`src/rtl/mod_burst_sequencer.sv`:
```
// -----------------------------------------------------------------------------
// mod_burst_sequencer
//
// Sequences the carrier modulator of the test harness. A burst configuration
// from the UART command decoder is accepted through a valid/ready handshake.
// The sequencer then drives the modulator's half-period field, its reset and
// its data gate so that it produces cfg_count bursts. Each burst is
// cfg_on_len cycles long, and consecutive bursts are separated by cfg_off_len
// idle cycles. A one-cycle done pulse marks completion.
//
// Parameters
//   CPHP_W  width of the carrier cycles-per-half-period field
//   LEN_W   width of the on/off length counters (clk cycles)
//   CNT_W   width of the burst-count field
//
// Ports
//   clk          system clock
//   n_reset      asynchronous active-low reset
//   cfg_valid    configuration offered
//   cfg_ready    sequencer idle and able to accept a configuration (comb.)
//   cfg_cphp     carrier cycles per half period
//   cfg_on_len   burst on-time in cycles
//   cfg_off_len  gap between bursts in cycles
//   cfg_count    number of bursts
//   abort        synchronous abort request (honoured in LOAD/BURST/GAP)
//   mod_cphp     half-period value held for the modulator
//   mod_n_reset  synchronous active-low reset to the modulator
//   mod_in       data gate to the modulator
//   busy         sequence in progress
//   done         one-cycle pulse on normal completion
//   aborted      one-cycle pulse when a sequence is terminated by abort
//
// Build option
//   MOD_BURST_SEQ_REPEAT_EN  when defined, cfg_count == 0 repeats the
//                            burst/gap pattern until abort. When it is
//                            undefined, cfg_count == 0 completes at once.
// -----------------------------------------------------------------------------
module mod_burst_sequencer #(
  parameter int CPHP_W = 16,
  parameter int LEN_W  = 24,
  parameter int CNT_W  = 8
) (
  input  logic              clk,
  input  logic              n_reset,
  input  logic              cfg_valid,
  output logic              cfg_ready,
  input  logic [CPHP_W-1:0] cfg_cphp,
  input  logic [LEN_W-1:0]  cfg_on_len,
  input  logic [LEN_W-1:0]  cfg_off_len,
  input  logic [CNT_W-1:0]  cfg_count,
  input  logic              abort,
  output logic [CPHP_W-1:0] mod_cphp,
  output logic              mod_n_reset,
  output logic              mod_in,
  output logic              busy,
  output logic              done,
  output logic              aborted
);

  typedef enum logic [2:0] {
    S_IDLE,
    S_LOAD,
    S_BURST,
    S_GAP,
    S_FIN
  } state_t;

  localparam logic [LEN_W-1:0] LEN_ONE = {{(LEN_W-1){1'b0}}, 1'b1};
  localparam logic [CNT_W-1:0] CNT_ONE = {{(CNT_W-1){1'b0}}, 1'b1};

  state_t             r_state;
  logic [LEN_W-1:0]   r_on_len;
  logic [LEN_W-1:0]   r_off_len;
  logic [CNT_W-1:0]   r_count;
  logic [LEN_W-1:0]   r_on_cnt;
  logic [LEN_W-1:0]   r_off_cnt;
  logic [CNT_W-1:0]   r_bursts_left;
  logic               r_repeat;

  logic               w_accept;
  logic               w_abort;
  logic               w_cfg_repeat;
  logic               w_cfg_empty;

  assign cfg_ready = (r_state == S_IDLE);
  assign w_accept  = cfg_valid && cfg_ready;

  // Abort only matters while a sequence is actually running. In IDLE and FIN
  // it is ignored, so an abort on the accept edge and an abort during the
  // done cycle both have no effect.
  assign w_abort = abort && ((r_state == S_LOAD) || (r_state == S_BURST) ||
                             (r_state == S_GAP));

`ifdef MOD_BURST_SEQ_REPEAT_EN
  // A zero count selects endless repetition instead of an empty sequence.
  assign w_cfg_repeat = (cfg_count == '0);
`else
  assign w_cfg_repeat = 1'b0;
`endif

  // An empty sequence skips LOAD and goes straight to the done cycle.
  assign w_cfg_empty = (cfg_on_len == '0) || ((cfg_count == '0) && !w_cfg_repeat);

  // The next-state logic and the registered outputs live in one clocked
  // process. Each transition writes the output values that belong to the
  // state being entered, so every output is a flop with no decode glitches.
  // NOTE: all state below is updated with non-blocking assignments, so every
  // branch reads the values from before this edge. Counter comparisons such
  // as r_on_cnt == 1 therefore see the count of the current cycle.
  always_ff @(posedge clk or negedge n_reset) begin
    if (!n_reset) begin
      r_state       <= S_IDLE;
      r_on_len      <= '0;
      r_off_len     <= '0;
      r_count       <= '0;
      r_on_cnt      <= '0;
      r_off_cnt     <= '0;
      r_bursts_left <= '0;
      r_repeat      <= 1'b0;
      mod_cphp      <= '0;
      mod_n_reset   <= 1'b0;
      mod_in        <= 1'b0;
      busy          <= 1'b0;
      done          <= 1'b0;
      aborted       <= 1'b0;
    end else begin
      // The completion pulses are asserted only on the transition that
      // produces them, so they last exactly one cycle.
      done    <= 1'b0;
      aborted <= 1'b0;

      if (w_abort) begin
        r_state     <= S_IDLE;
        aborted     <= 1'b1;
        mod_in      <= 1'b0;
        mod_n_reset <= 1'b0;
        busy        <= 1'b0;
      end else begin
        unique case (r_state)
          S_IDLE: begin
            mod_n_reset <= 1'b0;
            mod_in      <= 1'b0;
            busy        <= 1'b0;
            if (w_accept) begin
              mod_cphp  <= cfg_cphp;
              r_on_len  <= cfg_on_len;
              r_off_len <= cfg_off_len;
              r_count   <= cfg_count;
              r_repeat  <= w_cfg_repeat;
              if (w_cfg_empty) begin
                r_state <= S_FIN;
                done    <= 1'b1;
              end else begin
                // The modulator stays in reset through LOAD, so its carrier
                // phase starts cleanly with the first burst.
                r_state <= S_LOAD;
                busy    <= 1'b1;
              end
            end
          end

          S_LOAD: begin
            r_on_cnt      <= r_on_len;
            r_bursts_left <= r_count;
            r_state       <= S_BURST;
            mod_n_reset   <= 1'b1;
            mod_in        <= 1'b1;
            busy          <= 1'b1;
          end

          S_BURST: begin
            if (r_on_cnt == LEN_ONE) begin
              // Last on-cycle of this burst. In repeat mode bursts_left is
              // frozen, so the final-burst test below never fires.
              if (!r_repeat) begin
                r_bursts_left <= r_bursts_left - CNT_ONE;
              end
              if (!r_repeat && (r_bursts_left == CNT_ONE)) begin
                r_state     <= S_FIN;
                done        <= 1'b1;
                mod_in      <= 1'b0;
                mod_n_reset <= 1'b0;
                busy        <= 1'b0;
              end else if (r_off_len == '0) begin
                // Back-to-back bursts: mod_in is simply left high, so the
                // gate shows no low glitch between bursts.
                r_on_cnt <= r_on_len;
              end else begin
                r_off_cnt <= r_off_len;
                r_state   <= S_GAP;
                mod_in    <= 1'b0;
              end
            end else begin
              r_on_cnt <= r_on_cnt - LEN_ONE;
            end
          end

          S_GAP: begin
            if (r_off_cnt == LEN_ONE) begin
              // The carrier keeps running through the gap. Only the data
              // gate is raised again here.
              r_on_cnt <= r_on_len;
              r_state  <= S_BURST;
              mod_in   <= 1'b1;
            end else begin
              r_off_cnt <= r_off_cnt - LEN_ONE;
            end
          end

          S_FIN: begin
            r_state     <= S_IDLE;
            mod_in      <= 1'b0;
            mod_n_reset <= 1'b0;
            busy        <= 1'b0;
          end

          default: begin
            r_state     <= S_IDLE;
            mod_in      <= 1'b0;
            mod_n_reset <= 1'b0;
            busy        <= 1'b0;
          end
        endcase
      end
    end
  end

endmodule

```
`config.mk`:
```
export PLATFORM = sky130hd
export DESIGN_NAME = mod_burst_sequencer
export DESIGN_NICKNAME = d
export VERILOG_FILES = /design/src/rtl/mod_burst_sequencer.sv
export SDC_FILE = /design/constraint.sdc
export NUM_CORES = 1
export LEC_CHECK = 0
export BUFFER_PORTS_ARGS = -buffer_cell sky130_fd_sc_hd__clkbuf_2
export CAP_MARGIN = 0
export CORE_UTILIZATION = 50
export DETAILED_ROUTE_END_ITERATION = 7
export PLACE_DENSITY = 0.81
export SETUP_SLACK_MARGIN = 0.4
export SYNTH_ARGS = -nofsm -noshare
export SYNTH_HDL_FRONTEND = slang
export SYNTH_SLANG_ARGS = --single-unit
```
`constraint.sdc`:
```
create_clock -name clk -period 5.9 [get_ports clk]
set_clock_uncertainty 0.1 [all_clocks]
set_input_delay 0.59 -clock clk [delete_from_list [all_inputs] [get_ports clk]]
set_output_delay 0.59 -clock clk [all_outputs]
set_load 0.05 [all_outputs]
```
== After elaboration in Yosys (flattened, before gate mapping) ==
Index checks and enable logic that the tools add are counted.
Operators by class
  reductions and logical operators: 19
  bitwise logic cells: 1
  $add $sub $neg: 3
  eq/ne operators: 19
  muxes and demuxes: 41
Operator list (count)
  $mux 24: 8
  $pmux 24 s3: 1
  $eq 24x1->1 const B: 2
  $logic_not 24->1: 2
  $pmux 24 s2: 1
  $sub 24x1->24 const B: 2
  $mux 3: 7
  $mux 1: 17
  $pmux 8 s2: 1
  $ne 3x2->1 const B: 4
  $pmux 3 s4: 1
  $reduce_and 3->1: 4
  $eq 8x1->1 const B: 1
  $logic_not 8->1: 1
  $mux 8: 1
  $ne 2x2->1 const B: 4
  $sub 8x1->8 const B: 1
  $eq 3x2->1 const B: 2
  $pmux 1 s3: 2
  $reduce_and 6->1: 1
  $reduce_and 5->1: 1
  $ne 2x1->1 const B: 2
  $ne 4x4->1 const B: 1
  $pmux 1 s4: 1
  other kinds (11): 15
Word-level totals
  flip-flop bits (word level): 136
  output and inout port bits: 22
  logic and storage cells: 96

== Logic depth before layout (Yosys ltp) ==
  depth in word-level cells: 6
  gate-level depth with buffers: 9
  mapped depth without buffers: 8

== Least setup slack after synthesis ==
OpenSTA, ideal clock, no wires.
  path type: register to register
  from: register r_state[0]
  to: register mod_cphp[0]
  setup slack: 2860 ps
  setup time: 125 ps
  cell stages (with the launch flop): 8
  path buffers: 3
  arrival time: 2815 ps
  period minus slack after synthesis: 3040 ps
  cell sequence: dfrtp_1 > clkbuf_1 > or2_2 > nor2_1 > and2_1 > clkbuf_1 > clkbuf_1 > mux2_2
RTL lines
  start, declared: RTL line 71  | state_t r_state;
  start signal, assigned: RTL line 112  | r_state <= S_IDLE;
  start signal, assigned: RTL line 133  | r_state <= S_IDLE;
  start signal, assigned: RTL line 151  | r_state <= S_FIN;
  $logic_not 3->1 *: RTL line 85  | assign cfg_ready = (r_state == S_IDLE);
  named net cfg_ready: RTL line 46  | output logic cfg_ready,
  $logic_and 1x1->1: RTL line 86  | assign w_accept = cfg_valid && cfg_ready;
  $reduce_and 3->1 (no line) *
  end signal, assigned: RTL line 145  | mod_cphp <= cfg_cphp;
  end, declared: RTL line 52  | output logic [CPHP_W-1:0] mod_cphp,
The timed path passes the listed nets; every way through them passes the cells marked *.
A chain may end at the register's enable or synchronous reset.

== Worst setup path in the final report ==
  from: register r_on_cnt[18]
  to: register r_on_cnt[1]
Between the ends
  longest elaborated chain between the ends: 3
Ends and longest elaborated chain
  start, declared: RTL line 75  | logic [LEN_W-1:0] r_on_cnt;
  start signal, assigned: RTL line 163  | r_on_cnt <= r_on_len;
  start signal, assigned: RTL line 187  | r_on_cnt <= r_on_len;
  start signal, assigned: RTL line 194  | r_on_cnt <= r_on_cnt - LEN_ONE;
  $eq 24x1->1 *: RTL line 172  | if (r_on_cnt == LEN_ONE) begin
  $ne 3x2->1 (no line), or another cell as far along
  $reduce_and 5->1 (no line) / $pmux 24 s3 (equally long branches)
Mark *: on every way between the ends. The rest lies on a longest branch, timed or not.

==> impl_metrics.py <==
metrics = {
    "grt": {
        "grt_pass1_vias": 5649,
        "antenna_found_initial": 0,
        "grt_max_degree": 76,
        "grt-ovfl-total": 0,
        "grt_pass1_wl_mm": 27.7,
        "track_usage_pct": 24.5,
    },
    "critical_path": {
        "reg2regPathDepth": 6,
        "cp_data_arrival_time_ns": 3.76,
        "max_stage_delay_ns": 0.96,
        "crit_type": "reg -> reg",
        "worstPathRequired_ns": 6.11,
        "cp-end-kind": "flip-flop",
        "slowest_stage": "o22ai_2",
        "path_cells": "nor4_1 -> nor4b_2 -> nand4_1 -> o22ai_2 -> nor2_4 -> mux2_4",
        "reg2reg_slack_ns": 2.35,
        "r2r-end": "r_on_cnt[1]",
        "r2r-start": "r_on_cnt[18]",
        "cp_top_family": "simple AND/OR/NAND/NOR gates",
        "crit_buf_inv": 0,
        "critPathMaxFanout": 26,
        "start_kind": "flip-flop",
    },
    "synthesis": {
        "syn_inst": 679,
        "ys_types": 62,
        "syn-num-nets": 761,
        "synth_area_sq_um": 7020,
        "avgSynthCellArea_sq_um": 10.3,
        "ys.flop_type": "dfrtp_1",
        "async_flop_share_pct": 100,
        "synth-edff-count": 0,
        "synth-seq-area-share_pct": 48.5,
        "ys_ff_latch": 136,
        "yosysWarningCount": 0,
    },
    "placement": {
        "gp_congestion": 0.887,
        "dp_hpwl_mm": 11.1,
        "port_buffers": 97,
        "placedInstanceArea_sq_um": 7600,
        "dpl_worst_slack_ns": 2.49,
    },
    "route": {
        "antenna_left": 0,
        "drc": 0,
        "wire_per_inst_um": 17.4,
        "routed_wirelength_mm": 16.6,
        "first_pass_iters": 8,
        "dr.first_iter.drc_count": 532,
        "vias": 5793,
        "viasPerCell": 6.09,
    },
    "run": {
        "maxCapViolCount": 0,
    },
    "hold_path": {
        "hold_class": "in -> async",
    },
    "sta": {
        "worst_slew_pin_slew_ns": 1.23,
        "finalSetupTns_ns": 0,
        "slew_viol_final": 0,
        "fin_crit_ns": 3.55,
        "fin_crit_sh_pct": 60.1,
        "max_freq_ghz": 0.282,
        "relSlewSlack_pct": 18.1,
        "setup_ws_ns": 2.35,
        "setup_violations": 0,
        "rsz0062_at_grt": "no",
        "hold_viol": 0,
    },
    "cts": {
        "numCtsBuffers": 17,
        "postCtsHoldBufs": 0,
        "clk_pin_slew_ns": 0.06,
        "cts_tree": "yes",
        "cts_sinks": 136,
        "cts_max_level": 4,
        "cts_setup_buffers": 0,
        "cts-root-buf": "clkbuf_16",
        "clockBufferDepth": 2,
        "post_cts_resized": 0,
        "clk_latency_ns": 0.43,
    },
    "layout": {
        "drive_gt1_share_pct": 32.1,
        "mostFrequentLayoutCells": "dfrtp_1 (136), clkbuf_2 (96), mux2_2 (72)",
        "area_growth_pct": 17.7,
        "final_common_cell": "dfrtp_1",
        "nets": 845,
        "final_area_sq_um": 8260,
        "diodes": 0,
    },
    "outcome": {
        "run_status": "completed",
    },
    "die": {
        "rows": 42,
        "die_h_um": 120,
        "initial_core_util_pct": 52.1,
        "io_pins": 98,
        "coreArea_sq_um": 13500,
        "die-area_sq_um": 14500,
        "die_w_um": 120,
    },
    "power_and_ir_drop": {
        "p_total_w": 0.00463,
        "vdd.ir_drop.worst_mv": 0.393,
        "p_per_area_nw_per_um2": 560,
        "p_leak_nw": 3.45,
    },
}
==> layout make-up <==
cell class                 instances  area [sq um]
clock buffer                      20           457
fill                            1108          5190
tap                              176           220
sequential                       136          3400
timing repair buffer             107           563
clock inverter                    12           198
multi-input combinational        488          3370
inverter                          13          48.8
==> synth_stat cells, types with 8 or more instances <==
master | count | area [sq um]
clkbuf_1 | 29 | 109
nor3_1 | 32 | 160
inv_1 | 13 | 48.8
nand2_1 | 33 | 124
o22ai_1 | 9 | 56.3
buf_2 | 8 | 40.0
a21oi_1 | 56 | 280
nand3_1 | 16 | 80.1
mux2_2 | 72 | 811
a22oi_1 | 8 | 60.1
nor2_1 | 53 | 199
o21ai_0 | 36 | 180
o21ai_2 | 9 | 78.8
nand4_1 | 8 | 50.1
dfrtp_1 | 136 | 3400
nor4_1 | 29 | 181
o31ai_1 | 11 | 82.6
==> registers in the layout, indices dropped and copies added (netlist names) <==
name / flops
r_on_cnt: 24
mod_in: 1
aborted: 1
done: 1
r_off_len: 24
r_off_cnt: 24
r_state: 3
mod_cphp: 16
r_count: 8
r_on_len: 24
mod_n_reset: 1
r_bursts_left: 8
busy: 1
==> power breakdown <==
group | total [W] | internal [W] | switching (W)
combinational | 0.00165 | 0.000715 | 0.000937
clock | 0.00118 | 0.000770 | 0.000405
sequential | 0.00180 | 0.00139 | 0.000411
==> stage by stage <==
stage                     cells  hold slack (ns)  util [%]
after detailed placement    920            0.375      56.5
after floorplan             679            0.194         -
after global placement      920            0.372      56.5
after global routing        952            0.188      61.4
final                       952            0.137      61.4
after CTS                   952            0.158      61.4
==> worst register-to-register path: cells and delay by family, from the launching register on <==
family,cells,cell delay [ns]
multiplexers,1,0.37
AO/OA/AOI/OAI,1,0.96
AND/OR/NAND/NOR,4,1.60
flip-flops,1,0.40
==> worst max-delay path by stage <==
stage / slack (ns) / from / cells after the start / end
global route: 2.14 / r_on_cnt[18] / 6 / r_on_cnt[23]
finish: 2.35 / r_on_cnt[18] / 6 / r_on_cnt[1]
global placement: 2.67 / r_on_cnt[18] / 6 / r_on_cnt[1]
CTS: 2.47 / r_on_cnt[18] / 6 / r_on_cnt[1]
detailed placement: 2.49 / r_on_cnt[18] / 6 / r_on_cnt[1]
floorplan: 2.86 / r_state[0] / 7 / mod_cphp[0]
==> cells by family after synthesis <==
kind of cell / count (synthesis) / synth area share, %
AND/OR/NAND/NOR: 224 / 17.2
AO/OA/AOI/OAI: 184 / 17.7
buffers and inverters: 55 / 3.58
multiplexers: 74 / 11.9
adder cells (fa/ha/maj): 6 / 1.07
flip-flops: 136 / 48.5
==> routing by layer <==
metal,GRT usage (%),routed length (um),vias to the layer above
met5,0,0,-
met4,8.26,294,0
met3,6.32,1100,29
met2,40.6,8260,235
met1,31.1,6900,2825
li1,-,-,2704
Power figures use the tool's default switching activity.
